**src/rtl/game_pkg.sv**
```systemverilog
// Shared types for the guess game: value width, tries width and FSM state encoding.
package game_pkg;

    localparam int VAL_W = 4;
    localparam int TRY_W = 3;

    typedef logic [VAL_W-1:0] val_t;
    typedef logic [TRY_W-1:0] tries_t;

    typedef enum logic [1:0] {
        IDLE = 2'd0,
        PLAY = 2'd1,
        WIN  = 2'd2,
        LOSE = 2'd3
    } state_t;

    // Secrets above the legal range are pinned to the top legal value.
    function automatic val_t clamp_val(input val_t v, input val_t limit);
        return (v > limit) ? limit : v;
    endfunction

endpackage

```
**src/rtl/guess_game_ctrl.sv**
```systemverilog
// Number-guessing round controller: captures a secret on start, grades guesses
// with a one-cycle registered result, and tracks tries up to a win or loss.
module guess_game_ctrl
    import game_pkg::*;
#(
    parameter int MAX_TRIES = 4,
    parameter int MAX_VALUE = 10
) (
    input  logic             clk,
    input  logic             reset,
    input  logic [VAL_W-1:0] random_number,
    input  logic             start,
    input  logic             guess_valid,
    input  logic [VAL_W-1:0] guess,
    output logic             guess_ready,
    output logic             result_valid,
    output logic             hint_hi,
    output logic             hint_lo,
    output logic             bad_guess,
    output logic             win,
    output logic             lose,
    output logic [TRY_W-1:0] tries,
    output logic [VAL_W-1:0] reveal
);

    localparam val_t   MAX_V = val_t'(MAX_VALUE);
    localparam tries_t MAX_T = tries_t'(MAX_TRIES);

    state_t state, state_n;
    val_t   secret, secret_n;
    tries_t tries_q, tries_n;
    logic   rv_n, hi_n, lo_n, bad_n;
    logic   accept;

    always_ff @(posedge clk or posedge reset) begin
        if (reset) begin
            state        <= IDLE;
            secret       <= '0;
            tries_q      <= '0;
            result_valid <= 1'b0;
            hint_hi      <= 1'b0;
            hint_lo      <= 1'b0;
            bad_guess    <= 1'b0;
        end else begin
            state        <= state_n;
            secret       <= secret_n;
            tries_q      <= tries_n;
            result_valid <= rv_n;
            hint_hi      <= hi_n;
            hint_lo      <= lo_n;
            bad_guess    <= bad_n;
        end
    end

    assign accept = (state == PLAY) && guess_valid;

    always_comb begin
        state_n  = state;
        secret_n = secret;
        tries_n  = tries_q;
        rv_n     = 1'b0;
        hi_n     = 1'b0;
        lo_n     = 1'b0;
        bad_n    = 1'b0;

        // start outranks a coinciding guess, which is dropped without a result
        if (start) begin
            state_n  = PLAY;
            secret_n = clamp_val(random_number, MAX_V);
            tries_n  = '0;
        end else if (accept) begin
            rv_n = 1'b1;
            if (guess > MAX_V) begin
                bad_n = 1'b1;
            end else begin
                tries_n = (tries_q < MAX_T) ? tries_t'(tries_q + 1'b1) : MAX_T;
                if (guess == secret) begin
                    state_n = WIN;
                end else begin
                    hi_n = (secret > guess);
                    lo_n = (secret < guess);
                    if (tries_n == MAX_T) begin
                        state_n = LOSE;
                    end
                end
            end
        end
    end

    assign guess_ready = (state == PLAY);
    assign win         = (state == WIN);
    assign lose        = (state == LOSE);
    assign tries       = tries_q;
    assign reveal      = (win || lose) ? secret : '0;

endmodule

```
**config.mk**
```make
export PLATFORM = sky130hd
export DESIGN_NAME = guess_game_ctrl
export DESIGN_NICKNAME = d
export VERILOG_FILES = /design/src/rtl/game_pkg.sv /design/src/rtl/guess_game_ctrl.sv
export SDC_FILE = /design/constraint.sdc
export NUM_CORES = 1
export LEC_CHECK = 0
export ABC_AREA = 1
export CORE_UTILIZATION = 47
export CTS_CLUSTER_SIZE = 14
export DETAILED_ROUTE_END_ITERATION = 12
export PLACE_DENSITY = 0.84
export SYNTH_ARGS = -nofsm -noshare
export SYNTH_HDL_FRONTEND = slang
export SYNTH_SLANG_ARGS = --single-unit
export TNS_END_PERCENT = 20
```
**constraint.sdc**
```tcl
create_clock -name clk -period 3.6 [get_ports clk]
set_clock_uncertainty 0.15 [all_clocks]
set_input_delay 0.36 -clock clk [delete_from_list [all_inputs] [get_ports clk]]
set_output_delay 0.36 -clock clk [all_outputs]
set_load 0.02 [all_outputs]
```
==> impl_metrics.json, run 1 <==
{
  "status": "completed",
  "p_leak_nw": 0.5630,
  "relSlewSlack_pct": 66.40,
  "gp_congestion": 0.8260,
  "grt_pass1_wl_um": 2711,
  "yosysUniqueCellTypes": 23,
  "yosys-top-cells-area": "dfrtp_1, nand2_1, inv_1",
  "yosysWarnings": 0,
  "htreeDepth": 1,
  "drc": 0,
  "post-route-period-util_pct": 57.08,
  "use_met1_pct": 24.79,
  "die_h_um": 41.90,
  "grt_overflow": 0,
  "clock_sinks": 13,
  "syn_area_um2": 748.2,
  "ant_nets": 0,
  "grt.met3_usage_pct": 2.609,
  "combPwrFrac_pct": 24.4,
  "setup_violations": 0,
  "drtIter0Drc": 11,
  "clock_latency_ns": 0.28,
  "synthFlopType": "dfrtp_1",
  "fin_util_pct": 69.66,
  "fin_area_um2": 1037,
  "synth_edf_count": 0,
  "power_per_cell_area_nw_per_um2": 325.9,
  "wirelength_um": 1536,
  "firstDrtPassIters": 4,
  "via_per_inst": 4.948,
  "yosysTopAreaCell": "dfrtp_1",
  "vias": 668,
  "hp-class": "input pin to asynchronous set/reset pin",
  "start_util_pct": 50.25,
  "finalHoldViolations": 0,
  "drv_cap": 0,
  "drive_gt1_share_pct": 8.403,
  "rsz0062_at_grt": "no",
  "arrival_ns": 1.54,
  "critPathRequiredTime_ns": 3.09,
  "place_area_um2": 1011,
  "antenna_found_initial": 0,
  "synth_sequential_area_ratio_pct": 43.48,
  "cts_buffer_depth": 2,
  "dp_hpwl_um": 1261,
  "yosysTopAreaCellShare_pct": 43.48,
  "nNetsFinal": 137,
  "r2r-start": "secret[3]",
  "power_frac_seq_pct": 48.1,
  "ys_ff_latch": 13,
  "holdBufCountCts": 0,
  "r2r_end": "hint_lo",
  "p_int_mw": 0.2365,
  "io_buffers": 25,
  "max-vdd-ir-drop_mv": 0.2083,
  "syn-instance-count": 91,
  "wl_per_cell_um": 11.38,
  "syn_nets": 108,
  "p_clk_share_pct": 27.6,
  "antenna_cells": 0,
  "p_sw_mw": 0.1015,
  "slew_violations": 0,
  "grt-busiest-layer": "met2",
  "cts_made_buffers": 3,
  "core-area_um2": 1489,
  "cts_tree": "built",
  "num_rows": 14,
  "max_freq_mhz": 486.7,
  "grt_usage_pct": 20.92,
  "dieArea_um2": 1756,
  "fillCellCount": 125,
  "endpoint_kind": "output pin",
  "r2r_cells": 7,
  "swShare_pct": 30.03,
  "cts_resized": 0,
  "setup-tns-final_ns": 0,
  "post_cts_buffers": 0,
  "startpoint_type": "flop",
  "grt_pass1_vias": 639,
  "io_pins": 26,
  "reg2reg_slack_ns": 2.10,
  "cts.clk_slew.worst_paths_ns": 0.08,
  "grt_max_degree": 14,
  "globalRouteMet2Util_pct": 35.31,
  "worst_pin_slew_ns": 0.5024,
  "min_period_ns": 2.055,
  "synth_area_per_cell_um2": 8.222,
  "fp.dieW_um": 41.90,
  "areaGrowthSynthToFinish_pct": 38.63,
  "synthArstFlopShare_pct": 100.0,
  "cts_root_buf": "clkbuf_4",
  "worstSetupPathType": "flop to output pin",
  "path_max_fanout": 7
}
[worst max-delay path by stage]
stage,start,to,slack [ns]
2_1_floorplan,guess[3],hint_lo,2.23
3_3_place_gp,guess[3],hint_lo,1.65
3_5_place_dp,guess[3],hint_lo,1.57
4_1_cts,state[1],win,1.53
5_1_grt,state[1],win,1.40
6_report,state[1],win,1.55
[metrics by stage]
step           hold WS [ns]  power, mW  instances  setup slack (ns)
2_1_floorplan       0.08696     0.2126         91             2.227
3_3_place_gp         0.3406     0.2444        131             1.646
3_5_place_dp         0.3518     0.2483        131             1.567
4_1_cts              0.2565     0.3398        135             1.530
5_1_grt              0.2937     0.3570        135             1.400
6_report             0.2363     0.3380        135             1.545
[layout by cell type, fill, tap and decap left out]
cell / Yosys / routed
a21o_1: 1 / 1
a21oi_1: 4 / 4
a21oi_2: 1 / 1
a22o_1: 1 / 1
and2_1: 1 / 1
clkbuf_1: 0 / 1
clkbuf_4: 0 / 3
clkdlybuf4s50_1: 0 / 25
dfrtp_1: 13 / 13
ha_1: 5 / 5
inv_1: 18 / 18
inv_2: 1 / 1
nand2_1: 22 / 22
nand2_4: 1 / 1
nand3_1: 3 / 3
nand3_4: 1 / 1
nand4_1: 1 / 1
nor2_1: 9 / 9
nor2_2: 1 / 1
nor2_8: 1 / 1
nor3_1: 1 / 1
nor3_2: 1 / 1
o21ai_0: 2 / 2
o21ai_1: 1 / 1
o21bai_1: 1 / 1
[logic make-up (layout without fill, tap and decap cells)]
group           after synthesis  after routing  share of synthesized area, %
flops                        13             13                         43.48
compound gates               11             11                         9.031
simple gates                 42             42                         28.60
buf+inv                      20             48                         10.53
fa+ha+maj                     5              5                         8.361
[state kept, by name (all words and copies together), names as in the netlist]
name          flops
hint_lo           1
tries             3
bad_guess         1
state             2
secret            4
result_valid      1
hint_hi           1
[power groups by stage]
| stage | Combinational (mW) | Sequential, mW | Clock, mW |
|---|---|---|---|
| after floorplan | 0.0432 | 0.169 | 0 |
| after global placement | 0.0796 | 0.165 | 0 |
| after detailed placement | 0.0829 | 0.165 | 0 |
| after CTS | 0.0832 | 0.162 | 0.0942 |
| after global routing | 0.0920 | 0.164 | 0.101 |
| final | 0.0825 | 0.162 | 0.0931 |
[metal layers]
layer	routed length, um	up-vias
li1	-	340
met1	648	306
met2	800	18
met3	45	4
met4	42	0
met5	0	-
[synth_stat cells, types with 2 or more instances]
master	n
o21ai_0	2
dfrtp_1	13
nor2_1	9
inv_1	18
nand3_1	3
a21oi_1	4
ha_1	5
nand2_1	22
[cell type report]
type                    count  area (um^2)  share of cell area [%]
repair buffers             25        250.2                   24.13
clock buffers               4        26.28                   2.533
well taps                  16        20.02                   1.930
inverters                  19        71.32                   6.876
multi-input cells          58        344.1                   33.17
flip-flops and latches     13        325.3                   31.36
[critical path: stages (launching register included)]
cell             delay, ns
dfrtp_1               0.48
inv_2                 0.09
nor2_1                0.09
clkdlybuf4s50_1       0.60
Power figures use the tool's default switching activity.
==> run 2: changes to the inputs <==
--- a/config.mk
+++ b/config.mk
@@ -6,10 +6,10 @@
 export NUM_CORES = 1
 export LEC_CHECK = 0
 export ABC_AREA = 1
-export CORE_UTILIZATION = 47
+export CORE_UTILIZATION = 39
 export CTS_CLUSTER_SIZE = 14
 export DETAILED_ROUTE_END_ITERATION = 12
-export PLACE_DENSITY = 0.84
+export PLACE_DENSITY = 0.74
 export SYNTH_ARGS = -nofsm -noshare
 export SYNTH_HDL_FRONTEND = slang
 export SYNTH_SLANG_ARGS = --single-unit
==> constraint.sdc (replaced) <==
create_clock -name clk -period 1.8 [get_ports clk]
set_clock_uncertainty 0.15 [all_clocks]
set_input_delay 0.18 -clock clk [delete_from_list [all_inputs] [get_ports clk]]
set_output_delay 0.18 -clock clk [all_outputs]
set_load 0.02 [all_outputs]
==> run 2 against run 1 <==
Effect of this change: sequential power rose by 100%; largest power group unchanged; clock power grew 97%; utilization decreased by 8.7 points; setup slack got worse by 1.4 ns; first-iteration DRC count shrank 27%; sequential share of layout area down 0.98 points; count of clock-buffer cells in the layout stayed put; hold slack got worse by 0.16 ns; die area up 19%; critical path type unchanged; total power up 100%.
==> impl_metrics.json, run 2 (synthesis gave the netlist of run 1 again) <==
{
  "status": "completed",
  "power_per_cell_area_nw_per_um2": 627.6,
  "worst_slack_ns": 0.1499,
  "vias": 691,
  "largest_reg_flops": 4,
  "antenna_found_initial": 0,
  "grt_pass1_wl_um": 2442,
  "r2r-start": "secret[3]",
  "hp-class": "input pin to asynchronous set/reset pin",
  "final_common_cell": "nand2_1",
  "max-vdd-ir-drop_mv": 0.4281,
  "grt_overflow": 0,
  "wl_per_cell_um": 10.23,
  "start_util_pct": 42.41,
  "die_h_um": 45.80,
  "setup_violations": 0,
  "endpoint_kind": "output pin",
  "grt_max_degree": 14,
  "cts_root_buf": "clkbuf_4",
  "path_cells": "clkdlybuf4s50_1",
  "fin_util_pct": 60.92,
  "firstDrtPassIters": 4,
  "stdcell_count": 146,
  "io_pins": 26,
  "arrival_ns": 1.32,
  "drv_cap": 0,
  "crit_buf_inv": 1,
  "dieArea_um2": 2098,
  "finalHoldViolations": 0,
  "clock_sinks": 13,
  "min_period_ns": 1.650,
  "reg2reg_slack_ns": 0.31,
  "final_cell_mix": "nand2_1, inv_1, clkdlybuf4s50_1",
  "startpoint_type": "flop",
  "post_cts_buffers": 0,
  "endpoint": "tries[0]",
  "clock_latency_ns": 0.28,
  "worstSetupPathType": "flop to output pin",
  "core-area_um2": 1764,
  "rsz0062_at_grt": "no",
  "nNetsFinal": 139,
  "cpPeakStageDelay_ns": 0.63,
  "max_freq_mhz": 606.0,
  "crit_path_start": "tries[0]",
  "grt_usage_pct": 16.98,
  "cpMaxStageDelayCell": "clkdlybuf4s50_1",
  "post-route-period-util_pct": 91.67,
  "r2r_cells": 4,
  "wirelength_um": 1493,
  "areaGrowthSynthToFinish_pct": 43.65,
  "cts_buffer_depth": 2,
  "worst_pin_slew_ns": 0.4870,
  "via_per_inst": 4.733,
  "num_rows": 15,
  "p_leak_nw": 0.6666,
  "path_max_fanout": 5,
  "io_buffers": 25,
  "pre_cts_slack_ns": 0.02496,
  "gp_congestion": 0.7428,
  "setup-tns-final_ns": 0,
  "cts_made_buffers": 3,
  "p_total_mw": 0.6745,
  "cp_top_family": "buffers and inverters",
  "drc": 0,
  "drive_gt1_share_pct": 10.74,
  "critPathRequiredTime_ns": 1.47,
  "drtIter0Drc": 8,
  "cp_num_cells": 1,
  "ant_nets": 0,
  "antenna_cells": 0,
  "slew_violations": 0,
  "r2r_end": "hint_lo",
  "htreeDepth": 1,
  "fillCellCount": 175,
  "cts.clk_slew.worst_paths_ns": 0.09,
  "fp.dieW_um": 45.80,
  "grt_pass1_vias": 595,
  "cts_tree": "built",
  "relSlewSlack_pct": 67.50,
  "dp_hpwl_um": 1214,
  "dpl.cell_count": 142,
  "regMostFlops": "secret"
}
[run 2: layout make-up]
class	instances	area, um^2	area share (%)
multi-input cells	58	344.1	32.01
flip-flops and latches	13	326.6	30.38
repair buffers	27	275.3	25.61
inverters	19	71.32	6.636
well taps	25	31.28	2.910
clock buffers	4	26.28	2.445
[run 2: timing repair]
item                       in CTS  in global routing
gates cloned                    0                  0
setup endpoints to repair       7                  5
gates resized for setup         3                  5
hold buffers                    0                  0
[run 2: how the worst min path moves through the flow]
stage           endpoint  slack (ns)  cells after the start
4_1_cts         state[0]        0.10                      2
2_1_floorplan  bad_guess       -0.09                      1
3_3_place_gp    tries[1]        0.34                      2
3_5_place_dp    tries[1]        0.34                      2
5_1_grt          hint_hi        0.14                      2
6_report        state[0]        0.08                      2
[run 2: metrics by stage]
step	hold WS (ns)	area [um^2]
5_1_grt	0.1350	1075
3_5_place_dp	0.3438	1037
6_report	0.07538	1075
4_1_cts	0.1011	1062
2_1_floorplan	-0.09304	748.2
3_3_place_gp	0.3392	1037
[run 2: layer usage]
layer  vias up  global-route usage (%)  wire length (um)
li1        343                       -                 -
met1       315                   19.46               612
met2        28                   29.43               773
met3         5                   3.571                77
met4         0                   8.824                29
met5         -                       0                 0
[run 2: report_power, final]
part / switching [mW] / total [mW] / internal, mW
clock network: 0.0974 / 0.183 / 0.0860
registers: 0.0153 / 0.325 / 0.310
logic: 0.0874 / 0.166 / 0.0784
==> run 3: changes to the inputs <==
--- a/config.mk
+++ b/config.mk
@@ -10,6 +10,7 @@
 export CTS_CLUSTER_SIZE = 14
 export DETAILED_ROUTE_END_ITERATION = 12
 export PLACE_DENSITY = 0.74
+export SLEW_MARGIN = 15
 export SYNTH_ARGS = -nofsm -noshare
 export SYNTH_HDL_FRONTEND = slang
 export SYNTH_SLANG_ARGS = --single-unit
==> results of run 3 <==
Same layout as run 2: the final DEF is identical, and so are final timing and power.
